==> src/rtl/multdiv_controller_pkg.sv <==
// Shared decode constants and state encoding for the multiply/divide sequencer.
package multdiv_controller_pkg;

    localparam logic [4:0] OPCODE_ALU = 5'b00000;
    localparam logic [4:0] ALUOP_MULT = 5'b00110;
    localparam logic [4:0] ALUOP_DIV  = 5'b00111;

    localparam logic [4:0] STATUS_REG = 5'd30;

    localparam logic [1:0] StIdle  = 2'd0;
    localparam logic [1:0] StStart = 2'd1;
    localparam logic [1:0] StBusy  = 2'd2;
    localparam logic [1:0] StDone  = 2'd3;

endpackage

==> src/rtl/md_decode.sv <==
// Combinational mul/div detector for the X-stage instruction; shared with the hazard unit.
module md_decode
    import multdiv_controller_pkg::*;
(
    input  logic [31:0] dx_instruction,
    input  logic        dx_valid,
    output logic        is_mult,
    output logic        is_div,
    output logic [4:0]  rd
);

    logic       alu_op;
    logic [4:0] aluop;
    logic       unused_bits;

    assign unused_bits = ^{dx_instruction[21:7], dx_instruction[1:0]};

    always_comb begin
        aluop   = dx_instruction[6:2];
        alu_op  = dx_valid && (dx_instruction[31:27] == OPCODE_ALU);
        is_mult = alu_op && (aluop == ALUOP_MULT);
        is_div  = alu_op && (aluop == ALUOP_DIV);
        rd      = dx_instruction[26:22];
    end

endmodule

==> src/rtl/multdiv_controller.sv <==
// Sequences the shared iterative multiply/divide unit: stall, start pulse, watchdog, writeback.
module multdiv_controller
    import multdiv_controller_pkg::*;
#(
    parameter int unsigned MAX_CYCLES  = 40,
    parameter int unsigned MULT_STATUS = 4,
    parameter int unsigned DIV_STATUS  = 5
) (
    input  logic        clock,
    input  logic        reset,
    input  logic [31:0] dx_instruction,
    input  logic        dx_valid,
    input  logic        md_ready,
    input  logic        md_exception,
    input  logic [31:0] md_result,
    output logic        ctrl_mult,
    output logic        ctrl_div,
    output logic        stall,
    output logic        wb_valid,
    output logic [31:0] wb_data,
    output logic [4:0]  wb_rd,
    output logic        wb_exception
);

    localparam int unsigned    CntW     = (MAX_CYCLES > 1) ? $clog2(MAX_CYCLES) : 1;
    localparam logic [CntW-1:0] CntLast = CntW'(MAX_CYCLES - 1);
    localparam logic [31:0]    MultCode = 32'(MULT_STATUS);
    localparam logic [31:0]    DivCode  = 32'(DIV_STATUS);

    logic            is_mult;
    logic            is_div;
    logic [4:0]      dec_rd;

    logic [1:0]      state_q, state_d;
    logic [CntW-1:0] cnt_q, cnt_d;
    logic            op_div_q, op_div_d;
    logic [4:0]      rd_q, rd_d;
    logic            exc_q, exc_d;
    logic            ctrl_mult_q, ctrl_mult_d;
    logic            ctrl_div_q, ctrl_div_d;
    logic [31:0]     wb_data_q, wb_data_d;
    logic [4:0]      wb_rd_q, wb_rd_d;
    logic            finish;
    logic            finish_exc;

    md_decode u_md_decode (
        .dx_instruction (dx_instruction),
        .dx_valid       (dx_valid),
        .is_mult        (is_mult),
        .is_div         (is_div),
        .rd             (dec_rd)
    );

    always_comb begin
        state_d     = state_q;
        cnt_d       = cnt_q;
        op_div_d    = op_div_q;
        rd_d        = rd_q;
        exc_d       = exc_q;
        wb_data_d   = wb_data_q;
        wb_rd_d     = wb_rd_q;
        ctrl_mult_d = 1'b0;
        ctrl_div_d  = 1'b0;
        stall       = 1'b0;
        finish      = 1'b0;
        finish_exc  = 1'b0;

        case (state_q)
            StIdle: begin
                stall = is_mult | is_div;
                if (is_mult | is_div) begin
                    op_div_d    = is_div;
                    rd_d        = dec_rd;
                    ctrl_mult_d = is_mult;
                    ctrl_div_d  = is_div;
                    state_d     = StStart;
                end
            end
            StStart: begin
                stall   = 1'b1;
                cnt_d   = '0;
                state_d = StBusy;
            end
            StBusy: begin
                stall = 1'b1;
                // A ready result takes priority over a coincident watchdog expiry.
                if (md_ready) begin
                    finish     = 1'b1;
                    finish_exc = md_exception;
                end else if (cnt_q == CntLast) begin
                    finish     = 1'b1;
                    finish_exc = 1'b1;
                end else begin
                    cnt_d = cnt_q + CntW'(1);
                end
            end
            StDone: begin
                state_d = StIdle;
            end
            default: begin
                state_d = StIdle;
            end
        endcase

        if (finish) begin
            state_d   = StDone;
            exc_d     = finish_exc;
            wb_rd_d   = finish_exc ? STATUS_REG : rd_q;
            wb_data_d = finish_exc ? (op_div_q ? DivCode : MultCode) : md_result;
        end
    end

    always_ff @(posedge clock) begin
        if (reset) begin
            state_q     <= StIdle;
            cnt_q       <= '0;
            op_div_q    <= 1'b0;
            rd_q        <= '0;
            exc_q       <= 1'b0;
            ctrl_mult_q <= 1'b0;
            ctrl_div_q  <= 1'b0;
            wb_data_q   <= '0;
            wb_rd_q     <= '0;
        end else begin
            state_q     <= state_d;
            cnt_q       <= cnt_d;
            op_div_q    <= op_div_d;
            rd_q        <= rd_d;
            exc_q       <= exc_d;
            ctrl_mult_q <= ctrl_mult_d;
            ctrl_div_q  <= ctrl_div_d;
            wb_data_q   <= wb_data_d;
            wb_rd_q     <= wb_rd_d;
        end
    end

    assign ctrl_mult    = ctrl_mult_q;
    assign ctrl_div     = ctrl_div_q;
    assign wb_valid     = (state_q == StDone);
    assign wb_exception = (state_q == StDone) && exc_q;
    assign wb_data      = wb_data_q;
    assign wb_rd        = wb_rd_q;

endmodule

==> config.mk <==
export PLATFORM = sky130hd
export DESIGN_NAME = multdiv_controller
export DESIGN_NICKNAME = d
export VERILOG_FILES = /design/src/rtl/multdiv_controller_pkg.sv /design/src/rtl/md_decode.sv /design/src/rtl/multdiv_controller.sv
export SDC_FILE = /design/constraint.sdc
export NUM_CORES = 1
export LEC_CHECK = 0
export BUFFER_PORTS_ARGS = -buffer_cell sky130_fd_sc_hd__buf_4
export CAP_MARGIN = 10
export CORE_MARGIN = 4
export CORE_UTILIZATION = 40
export DETAILED_ROUTE_END_ITERATION = 8
export HOLD_SLACK_MARGIN = 0.05
export PLACE_DENSITY = 0.75
export SETUP_SLACK_MARGIN = 0.2
export SLEW_MARGIN = 20
export SYNTH_ARGS = -nofsm -noshare
export SYNTH_HDL_FRONTEND = slang
export SYNTH_SLANG_ARGS = --single-unit
==> constraint.sdc <==
create_clock -name clock -period 1.4 [get_ports clock]
set_input_delay 0.14 -clock clock [delete_from_list [all_inputs] [get_ports clock]]
set_output_delay 0.14 -clock clock [all_outputs]
set_load 0.02 [all_outputs]
==> flow_results.xml <==
<?xml version="1.0" encoding="UTF-8"?>
<metrics>
  <group name="clock_network">
    <metric name="cts_max_level" unit="">2</metric>
    <metric name="clock_insertion_delay_worst_skew" unit="ps">300</metric>
    <metric name="cts_tree" unit="">done</metric>
    <metric name="ctsLongestPathBuffers" unit="">2</metric>
    <metric name="tritoncts_buffer_count" unit="">5</metric>
    <metric name="numClockSinks" unit="">54</metric>
    <metric name="root_buffer" unit="">clkbuf_8</metric>
    <metric name="cts.clk_slew.worst_paths" unit="ps">90</metric>
  </group>
  <group name="power">
    <metric name="p_int" unit="mW">2.06</metric>
    <metric name="power_switching" unit="mW">0.634</metric>
    <metric name="design_power_total" unit="mW">2.70</metric>
    <metric name="power_switching_share" unit="">0.235</metric>
    <metric name="share_of_power_burned_in_registers" unit="">0.569</metric>
    <metric name="power.leakage" unit="nW">1.91</metric>
    <metric name="power.ir.vdd_worst" unit="V">0.000935</metric>
    <metric name="cellPowerDensity" unit="mW/mm^2">631</metric>
    <metric name="clock_power_share" unit="">0.338</metric>
    <metric name="combPwrFrac" unit="">0.093</metric>
  </group>
  <group name="synthesis">
    <metric name="ys_seq_area_frac" unit="">0.501</metric>
    <metric name="yosys_cell_types" unit="">34</metric>
    <metric name="ys_seq_elements" unit="">54</metric>
    <metric name="synth_top_cell_by_area" unit="">dfxtp_1</metric>
    <metric name="syn-num-nets" unit="">316</metric>
    <metric name="syn-cell-area" unit="mm^2">0.00216</metric>
    <metric name="synth_edf_count" unit="">0</metric>
    <metric name="synth.area.top_cells" unit="">dfxtp_1, a21oi_1, o21ai_0, nand2_1, mux2i_1</metric>
    <metric name="synth_top_area_frac" unit="">0.501</metric>
    <metric name="synth.yosys.warnings" unit="">0</metric>
    <metric name="most_instantiated_flip_flop_cell_in_the_synthesis_netlist" unit="">dfxtp_1</metric>
    <metric name="async_flop_share" unit="">0</metric>
    <metric name="syn_area_per_cell" unit="um^2">8.91</metric>
    <metric name="syn-instance-count" unit="">242</metric>
  </group>
  <group name="drt">
    <metric name="wire_length_on_met3" unit="um">557</metric>
    <metric name="avgRoutedWirePerCell" unit="um">19.9</metric>
    <metric name="detailedRoute.firstIterationViolations" unit="">193</metric>
    <metric name="route.top_layer_used" unit="">met4</metric>
    <metric name="wl_met1" unit="mm">3.49</metric>
    <metric name="wire_length_on_met2" unit="mm">4.56</metric>
    <metric name="totalWireLength" unit="mm">8.82</metric>
    <metric name="via_count" unit="">2433</metric>
    <metric name="drtPass1Iterations" unit="">4</metric>
    <metric name="route.antenna.remaining_nets" unit="">0</metric>
    <metric name="vias_per_cell" unit="">5.48</metric>
    <metric name="detail_route.drc_violations" unit="">0</metric>
  </group>
  <group name="global_route">
    <metric name="first_global_vias" unit="">2367</metric>
    <metric name="grt_pass1_wl" unit="mm">11.3</metric>
    <metric name="global_route.usage.total" unit="">0.223</metric>
    <metric name="grt_overflow" unit="">0</metric>
    <metric name="grt_start_max_net_pins" unit="">24</metric>
    <metric name="number_of_antenna_violations_at_the_first_check_in_global_routing" unit="">0</metric>
  </group>
  <group name="die">
    <metric name="start_util" unit="">0.417</metric>
    <metric name="horizontal_extent_of_the_die" unit="um">81.4</metric>
    <metric name="fp.coreArea" unit="mm^2">0.00517</metric>
    <metric name="ios" unit="">111</metric>
    <metric name="die-height" unit="um">81.4</metric>
    <metric name="die-area" unit="mm^2">0.00663</metric>
    <metric name="placementRows" unit="">26</metric>
  </group>
  <group name="outcome">
    <metric name="outcome" unit="">complete, but fails checks</metric>
    <metric name="violations" unit="">setup timing</metric>
  </group>
  <group name="job">
    <metric name="cap_viol_max_count" unit="">0</metric>
  </group>
  <group name="sta">
    <metric name="hold-worst-slack" unit="ps">72.4</metric>
    <metric name="final.setup.worst_slack" unit="ps">-439</metric>
    <metric name="report.final.slew_viol_count" unit="">0</metric>
    <metric name="max_slew_margin" unit="">0.699</metric>
    <metric name="fmaxAchievable" unit="MHz">544</metric>
    <metric name="final.period_utilization" unit="">1.31</metric>
    <metric name="final-hold-violation-count" unit="">0</metric>
    <metric name="timing.final.setup_violations" unit="">57</metric>
    <metric name="worst_clock_skew" unit="ps">7.69</metric>
    <metric name="grt_setup_unrepaired" unit="">true</metric>
    <metric name="transition_time_at_the_pin_with_the_least_slew_margin" unit="ps">452</metric>
    <metric name="finalWorstPathRequiredPeriod" unit="ps">1840</metric>
  </group>
  <group name="place">
    <metric name="post-place-cells" unit="">413</metric>
    <metric name="gp_congestion" unit="">0.763</metric>
    <metric name="post-dp-hpwl" unit="mm">4.37</metric>
    <metric name="buffer_ports.inserted" unit="">93</metric>
  </group>
  <group name="setup_path">
    <metric name="startpoint_type" unit="">flip-flop</metric>
    <metric name="cp-end-kind" unit="">output port</metric>
    <metric name="critical_path_peak_fanout" unit="">2</metric>
    <metric name="cp.arrival" unit="ps">1700</metric>
    <metric name="worst-setup-path-type" unit="">flip-flop to output port</metric>
    <metric name="critPathRequiredTime" unit="ps">1260</metric>
  </group>
  <group name="layout">
    <metric name="area_growth" unit="%">98.3</metric>
    <metric name="antenna_cells" unit="">0</metric>
    <metric name="post_route_cells_drive_above_1_share" unit="">0.743</metric>
    <metric name="multi_input_area" unit="mm^2">0.00164</metric>
    <metric name="instances_no_fill" unit="">444</metric>
    <metric name="final.fill_count" unit="">285</metric>
    <metric name="seqCellArea" unit="mm^2">0.00109</metric>
    <metric name="final_net_count" unit="">447</metric>
    <metric name="final_core_util" unit="">0.826</metric>
  </group>
  <group name="worst_hold_path">
    <metric name="worstHoldPathType" unit="">input port to flip-flop</metric>
  </group>
</metrics>
[placed cells by master, fill, tap and decap left out, types with 3 or more instances in the layout]
cell | Yosys | routed
a21oi_1 | 38 | 7
a21oi_2 | 0 | 29
buf_12 | 0 | 6
buf_16 | 0 | 4
buf_4 | 0 | 108
buf_6 | 1 | 20
clkbuf_8 | 0 | 6
dfxtp_1 | 54 | 50
dfxtp_2 | 0 | 4
ha_4 | 0 | 5
inv_1 | 7 | 3
inv_2 | 0 | 3
mux2i_1 | 8 | 8
nand2_2 | 0 | 5
nand2_4 | 0 | 29
nor2_1 | 11 | 8
o21ai_1 | 0 | 5
o21ai_2 | 0 | 24
o21ai_4 | 0 | 3
o221a_2 | 5 | 5
[layout make-up]
cell class,count,share of cell area
clock inverters,1,0.00205
flip-flops and latches,54,0.254
clock buffers,7,0.0202
inverters,7,0.0123
repair buffers,141,0.308
multi-input cells,164,0.383
well taps,70,0.0205
[power groups by stage]
stage	registers (mW)	logic, mW	clock network (mW)
floorplan	1.57	0.0514	0
global placement	1.57	0.182	0
detailed placement	1.57	0.183	0
CTS	1.53	0.207	0.935
global route	1.54	0.261	0.985
finish	1.53	0.249	0.912
[routing by layer]
metal | global-route usage | up-vias
met5 | 0 | -
li1 | - | 1120
met4 | 0.0794 | 0
met2 | 0.392 | 109
met3 | 0.0417 | 20
met1 | 0.271 | 1184
[metrics by stage]
step	cell area, um^2	setup TNS, ps	worst slack, ps
final	4270	-14870	-439
after global routing	4270	-18340	-513
after global placement	3150	-3600	-286
after CTS	3780	-7360	-384
after floorplan	2270	-852	-123
after detailed placement	3150	-4110	-307
[worst max-delay path: stages, from the launching register on]
cell and delay [ps]:
dfxtp_2 340, inv_2 90, ha_4 140, nand4b_1 120
or3_4 430, a21oi_4 150, buf_6 130
[sequential cells by signal, summed over array words and instances (netlist names)]
register and cells:
wb_rd 5, cnt_q 6, op_div_q 1, exc_q 1, ctrl_div 1, wb_data 32
ctrl_mult 1, rd_q 5, state_q 2
[cells by family (layout without fill, tap and decap cells)]
kind of cell,count (synthesis),count (layout),synth area share
fa+ha+maj,5,5,0.0290
flops,54,54,0.501
simple gates,63,63,0.138
compound gates,86,86,0.241
xor+xnor,2,2,0.00813
mux,8,8,0.0371
buf+inv,24,156,0.0453
[what timing repair did]
action	CTS	global route
setup endpoints to repair	57	57
resized for setup	107	112
hold buffers	1	0
pin swaps	36	29
buffers inserted	9	6
endpoints found under the hold margin	1	0
gates cloned	6	1
[path summary, 6_finish.rpt]
| check | from | end | slack, ps | cells past startpoint |
|---|---|---|---|---|
| min reg2reg | wb_data[24]$_SDFFE_PP0P_ | wb_data[24]$_SDFFE_PP0P_ | 470 | 2 |
| min | dx_instruction[23] | rd_q[1]$_SDFFE_PP0P_ | 70 | 3 |
| max | state_q[1]$_SDFFE_PP0P_ | stall | -440 | 6 |
| max reg2reg | state_q[1]$_SDFFE_PP0P_ | op_div_q$_SDFFE_PP0P_ | -330 | 8 |
[Yosys cell counts (all sizes together), types with 2 or more instances]
| cell type | n |
|---|---|
| clkbuf | 16 |
| and2 | 2 |
| a21oi | 38 |
| a311oi | 2 |
| ha | 5 |
| mux2i | 8 |
| dfxtp | 54 |
| a31o | 2 |
| inv | 7 |
| o221a | 5 |
| nand2 | 36 |
| nor2 | 11 |
| nor3 | 2 |
| nand4 | 2 |
| or3 | 2 |
| o21ai | 33 |
| xor2 | 2 |
Power figures use the tool's default switching activity.
